===== src/rtl/cpu8_led_core.sv =====
// cpu8_led_core: 8-bit accumulator-style CPU driving the Tang Nano LEDs.
// Eight 8-bit registers r0..r7, Z flag, ADDR_W-bit PC. Each instruction takes
// two clocks: FETCH presents PC to the synchronous BSRAM, EXEC decodes the
// returned word (low byte only) and updates registers, flag and PC.
// Ports:
//   clk        system clock, all state on the rising edge
//   rst        synchronous active-high reset
//   counter    free-running counter, used only for matrix row scanning
//   dout       BSRAM read data, bits [15:8] ignored
//   pc_out     instruction address to BSRAM (always equals PC)
//   led        on-board LEDs, active-low, driven from r7[3:0]
//   col        matrix column drive, active-low, driven from the scanned register
//   row        matrix row select, one-hot active-high
//   debug_regs {r7,...,r0} packed, r0 in [7:0]
module cpu8_led_core #(
  parameter int ADDR_W   = 11,
  parameter int SCAN_LSB = 13
) (
  input  logic              clk,
  input  logic              rst,
  input  logic [23:0]       counter,
  input  logic [15:0]       dout,
  output logic [ADDR_W-1:0] pc_out,
  output logic [3:0]        led,
  output logic [7:0]        col,
  output logic [7:0]        row,
  output logic [63:0]       debug_regs
);

  typedef enum logic {FETCH, EXEC} state_t;

  state_t              state;
  logic [ADDR_W-1:0]   pc;
  logic                z;
  logic [7:0]          regs [8];

  // Decode / execute datapath
  logic [7:0]          instr;
  logic [7:0]          src;
  logic [7:0]          r0;
  logic                wr_en;
  logic [2:0]          wr_idx;
  logic [7:0]          wr_data;
  logic                z_en;
  logic [ADDR_W-1:0]   pc_next;

  assign instr = dout[7:0];
  assign src   = regs[instr[2:0]];
  assign r0    = regs[0];

  // NOTE: every signal gets a default before the case so no path leaves one
  // unassigned; otherwise synthesis infers a latch.
  always_comb begin
    wr_en   = 1'b0;
    wr_idx  = 3'd0;
    wr_data = 8'h00;
    z_en    = 1'b0;
    pc_next = pc + ADDR_W'(1);
    case (instr[7:6])
      2'b00: begin // MOV rd <= rs
        wr_en   = 1'b1;
        wr_idx  = instr[5:3];
        wr_data = src;
      end
      2'b01: begin // ALU group, always updates Z
        wr_en = 1'b1;
        z_en  = 1'b1;
        case (instr[5:3])
          3'b000:  begin wr_idx = 3'd0;       wr_data = r0 + src;  end
          3'b001:  begin wr_idx = 3'd0;       wr_data = r0 - src;  end
          3'b010:  begin wr_idx = 3'd0;       wr_data = r0 & src;  end
          3'b011:  begin wr_idx = 3'd0;       wr_data = r0 | src;  end
          3'b100:  begin wr_idx = instr[2:0]; wr_data = src + 8'd1; end
          3'b101:  begin wr_idx = instr[2:0]; wr_data = src - 8'd1; end
          3'b110:  begin wr_idx = instr[2:0]; wr_data = ~src;      end
          default: begin wr_idx = instr[2:0]; wr_data = {src[6:0], src[7]}; end
        endcase
      end
      2'b10: begin
        case (instr[5:4])
          2'b00: if (z) pc_next = ADDR_W'(instr[3:0]);   // JZ
          2'b01: pc_next = ADDR_W'(instr[3:0]);          // JMP
          2'b10: begin                                   // MVI
            wr_en   = 1'b1;
            wr_data = {4'h0, instr[3:0]};
          end
          default: begin                                 // MVIH
            wr_en   = 1'b1;
            wr_data = {instr[3:0], r0[3:0]};
          end
        endcase
      end
      default: ; // NOP
    endcase
  end

  // NOTE: sequential state uses non-blocking assignments so every flop
  // samples pre-edge values regardless of statement order.
  always_ff @(posedge clk) begin
    if (rst) begin
      state <= FETCH;
      pc    <= '0;
      z     <= 1'b0;
      // NOTE: the register file is eight flops, not a RAM, so clearing it on
      // reset is cheap and makes the LED outputs defined from the start.
      for (int i = 0; i < 8; i++) regs[i] <= 8'h00;
    end else begin
      case (state)
        FETCH: state <= EXEC;
        default: begin
          state <= FETCH;
          pc    <= pc_next;
          if (wr_en) regs[wr_idx] <= wr_data;
          if (z_en)  z <= (wr_data == 8'h00);
        end
      endcase
    end
  end

  assign pc_out = pc;

  always_comb begin
    debug_regs = '0;
    for (int i = 0; i < 8; i++) debug_regs[i*8 +: 8] = regs[i];
  end

  // Display outputs: combinational from registers, forced dark while in reset.
  logic [2:0] idx;
  assign idx = counter[SCAN_LSB +: 3];
  assign row = 8'(1) << idx;
  assign col = rst ? 8'hFF : ~regs[idx];
  assign led = rst ? 4'hF  : ~regs[7][3:0];

endmodule


===== config.mk =====
export PLATFORM = sky130hd
export DESIGN_NAME = cpu8_led_core
export DESIGN_NICKNAME = d
export VERILOG_FILES = /design/src/rtl/cpu8_led_core.sv
export SDC_FILE = /design/constraint.sdc
export NUM_CORES = 1
export LEC_CHECK = 0
export ABC_AREA = 1
export BUFFER_PORTS_ARGS = -buffer_cell sky130_fd_sc_hd__buf_2
export CORE_ASPECT_RATIO = 1.1
export CORE_UTILIZATION = 58
export CTS_BUF_LIST = sky130_fd_sc_hd__clkbuf_8
export CTS_CLUSTER_DIAMETER = 40
export CTS_CLUSTER_SIZE = 40
export DETAILED_ROUTE_END_ITERATION = 12
export HOLD_SLACK_MARGIN = 0.03
export PLACE_DENSITY_LB_ADDON = 0.3
export SLEW_MARGIN = 20
export SYNTH_ARGS = -nofsm -noshare
export SYNTH_HDL_FRONTEND = slang
export SYNTH_SLANG_ARGS = --single-unit

===== constraint.sdc =====
create_clock -name clk -period 5.65 [get_ports clk]
set_clock_uncertainty 0.2 [all_clocks]
set_input_delay 0.2825 -clock clk [delete_from_list [all_inputs] [get_ports clk]]
set_output_delay 0.2825 -clock clk [all_outputs]
set_load 0.01 [all_outputs]

==> flow_metrics.tcl <==
set metrics [dict create \
    ys_async_sr_fraction 0 \
    grt_use_met2 0.554 \
    gr-total-overflow 0 \
    hpwl_um 13400 \
    io_pins 137 \
    cts.sinks 77 \
    synth_seq_cells 77 \
    path_cells "inv_1 -> nand2_1 -> nand3_1 -> nand2_1 -> o21ai_2 -> inv_1 -> ha_1 -> inv_1 -> fa_1 -> nand2_1 -> nand2_1 -> nor3_1 -> nand2_1 -> a21oi_1 -> nor2_1" \
    nets 983 \
    cts_setup_buffers 0 \
    synth_top_flop_cell "edfxtp_1" \
    routed_wirelength_um 17900 \
    synth_top_area_cell "edfxtp_1" \
    drtIter0Drc 627 \
    antenna_cells 0 \
    synth_nets 885 \
    crit_top_cell "nand2_1" \
    clk_pin_slew_worst_paths_ps 90 \
    dr.pass1.iters 5 \
    period_share 0.686 \
    path_max_fanout 8 \
    max_stage_delay_ps 780 \
    placementRows 38 \
    grt_max_degree 29 \
    power_density_mw_per_mm2 225 \
    cellLeakagePower_nw 3.17 \
    clockBufferDepth 2 \
    synth_top_area_frac 0.322 \
    grt_pass1_wl_um 27800 \
    drc 0 \
    cts-htree-levels 3 \
    vias 6144 \
    core_mm2 0.00994 \
    vias_per_cell 5.95 \
    cts-buffers-inserted 9 \
    min_period_ps 3880 \
    finalSetupViolations 0 \
    status "complete, no violations" \
    path_class "reg2reg" \
    tightest_slew_ps 968 \
    finalHoldViolCount 0 \
    wire_per_inst_um 17.4 \
    hold_slack_ps 272 \
    crit_path_start_kind "flip-flop" \
    hold_class "reg2reg" \
    dieArea_mm2 0.0107 \
    drv_slew 0 \
    rsz0062_at_grt "no" \
    met1_usage 0.445 \
    netlist_instances 809 \
    cts_hold_buf 1 \
    start_util 0.600 \
    ys_types 50 \
    die_h_um 108 \
    cap_viol_max_count 0 \
    cts-root-buf "clkbuf_8" \
    synth_edf_count 64 \
    insertion_delay_ps 370 \
    antenna_found_initial 0 \
    synth-seq-area-share 0.366 \
    gp_congestion 0.938 \
    max_freq_mhz 258 \
    ant_nets 0 \
    die_x_um 98.7 \
    critPathArrivalTime_ps 3760 \
    relSlewSlack 0.355 \
    io_buffers 107 \
    area_delta_synth_final_pct 12.7 \
    cts_tree "yes" \
    first_global_vias 5567 \
    cp_slowest_cell "a21oi_1" \
    peakVddDrop_mv 0.197 \
    cp-end-kind "flip-flop" \
    busiest_layer "met2" \
    cts_resized 0 \
    synth_warnings 0 \
    gr-usage-met3 0.0543 \
    synthTopCellsByArea "edfxtp_1, nand2_1, nor2_1" \
    final_layout_size_suffix_gt1_frac 0.173 \
    gr-usage-all-layers 0.344 \
    cp_data_required_time_ps 5530 \
    syn_area_mm2 0.00596 \
    syn_area_per_cell_um2 7.37 \
    fin_setup_tns_ps 0 \
]
[per-layer routing]
layer	vias to the layer above	routed length, um
li1	2904	-
met1	2756	7060
met2	408	8200
met3	76	1890
met4	0	765
met5	-	0
[power breakdown]
| group | internal [W] | switching [W] | total (W) | leakage, nW |
|---|---|---|---|---|
| Sequential | 0.000634 | 0.0000212 | 0.000655 | 0.768 |
| Combinational | 0.000134 | 0.000293 | 0.000427 | 2.31 |
| Clock | 0.000205 | 0.000225 | 0.000430 | 0.0938 |
| Total | 0.000974 | 0.000539 | 0.00151 | 3.17 |
[logic make-up after synthesis]
family / count (synthesis) / synth area share
AO/OA/AOI/OAI: 148 / 0.162
adder cells (fa/ha/maj): 34 / 0.0739
flip-flops: 77 / 0.366
AND/OR/NAND/NOR: 396 / 0.288
XOR/XNOR: 4 / 0.00588
buffers and inverters: 150 / 0.105
[path summary, 6_finish.rpt]
path	depth (start not counted)	from	slack (ps)	to
worst max-delay path	15	regs[0][0]	1770	regs[6][1]
worst max register to register	15	regs[0][0]	1770	regs[6][1]
worst min-delay path	2	pc_out[8]	270	pc_out[8]
worst min register to register	2	pc_out[8]	270	pc_out[8]
[registers in the layout, indices dropped and copies added, names as in the netlist]
register	count
z	1
pc_out	11
regs	64
state	1
[stage by stage]
stage               instances  total power [W]  utilization  setup slack, ps  cell area [um2]
floorplan                 809         0.000959            -             2570             5960
detailed placement       1015          0.00108        0.656             1600             6510
global placement         1015          0.00108        0.656             1680             6510
global route             1032          0.00158        0.676             1580             6720
CTS                      1032          0.00150        0.676             1840             6720
finish                   1032          0.00151        0.676             1770             6720
[Yosys cell counts, types with 4 or more instances]
master	count
nand2_2	5
nor3_1	6
o311ai_0	4
nand4_1	9
o21ai_0	27
ha_1	32
buf_2	6
o21ai_1	13
dfxtp_1	13
nand3_1	65
edfxtp_1	64
a21oi_4	4
nand2_1	152
inv_1	115
a21oi_1	37
nor2_1	138
clkinv_1	9
clkbuf_1	8
a221oi_1	7
o211ai_1	14
buf_6	6
nand3_2	5
o22ai_1	19
[layout by cell type, fill, tap and decap left out, types with 6 or more instances in the layout]
master,n
dfxtp_1,13
nand2_1,152
nand3_1,65
inv_1,115
clkbuf_8,9
a21oi_1,37
edfxtp_1,64
nor3_1,6
o22ai_1,19
nor2_1,138
o211ai_1,14
a221oi_1,7
o21ai_1,13
o21ai_0,27
buf_2,107
nand4_1,9
ha_1,32
clkinv_1,10
[worst max-delay path, delay by kind of cell (launching register included)]
| family | cells | cell delay (ps) |
|---|---|---|
| adder cells (fa/ha/maj) | 2 | 610 |
| buffers and inverters | 3 | 480 |
| AND/OR/NAND/NOR | 8 | 740 |
| flip-flops | 1 | 510 |
| AO/OA/AOI/OAI | 2 | 1050 |
[cell type report]
cell class              count  area (um2)
fillers                   879        3220
multi-input cells         582        3160
flip-flops and latches     77        2180
repair buffers            109         553
inverters                 128         483
well taps                 120         150
clock buffers               9         124
clock inverters             7        72.6
No activity file was read; power rests on OpenSTA's default activity.
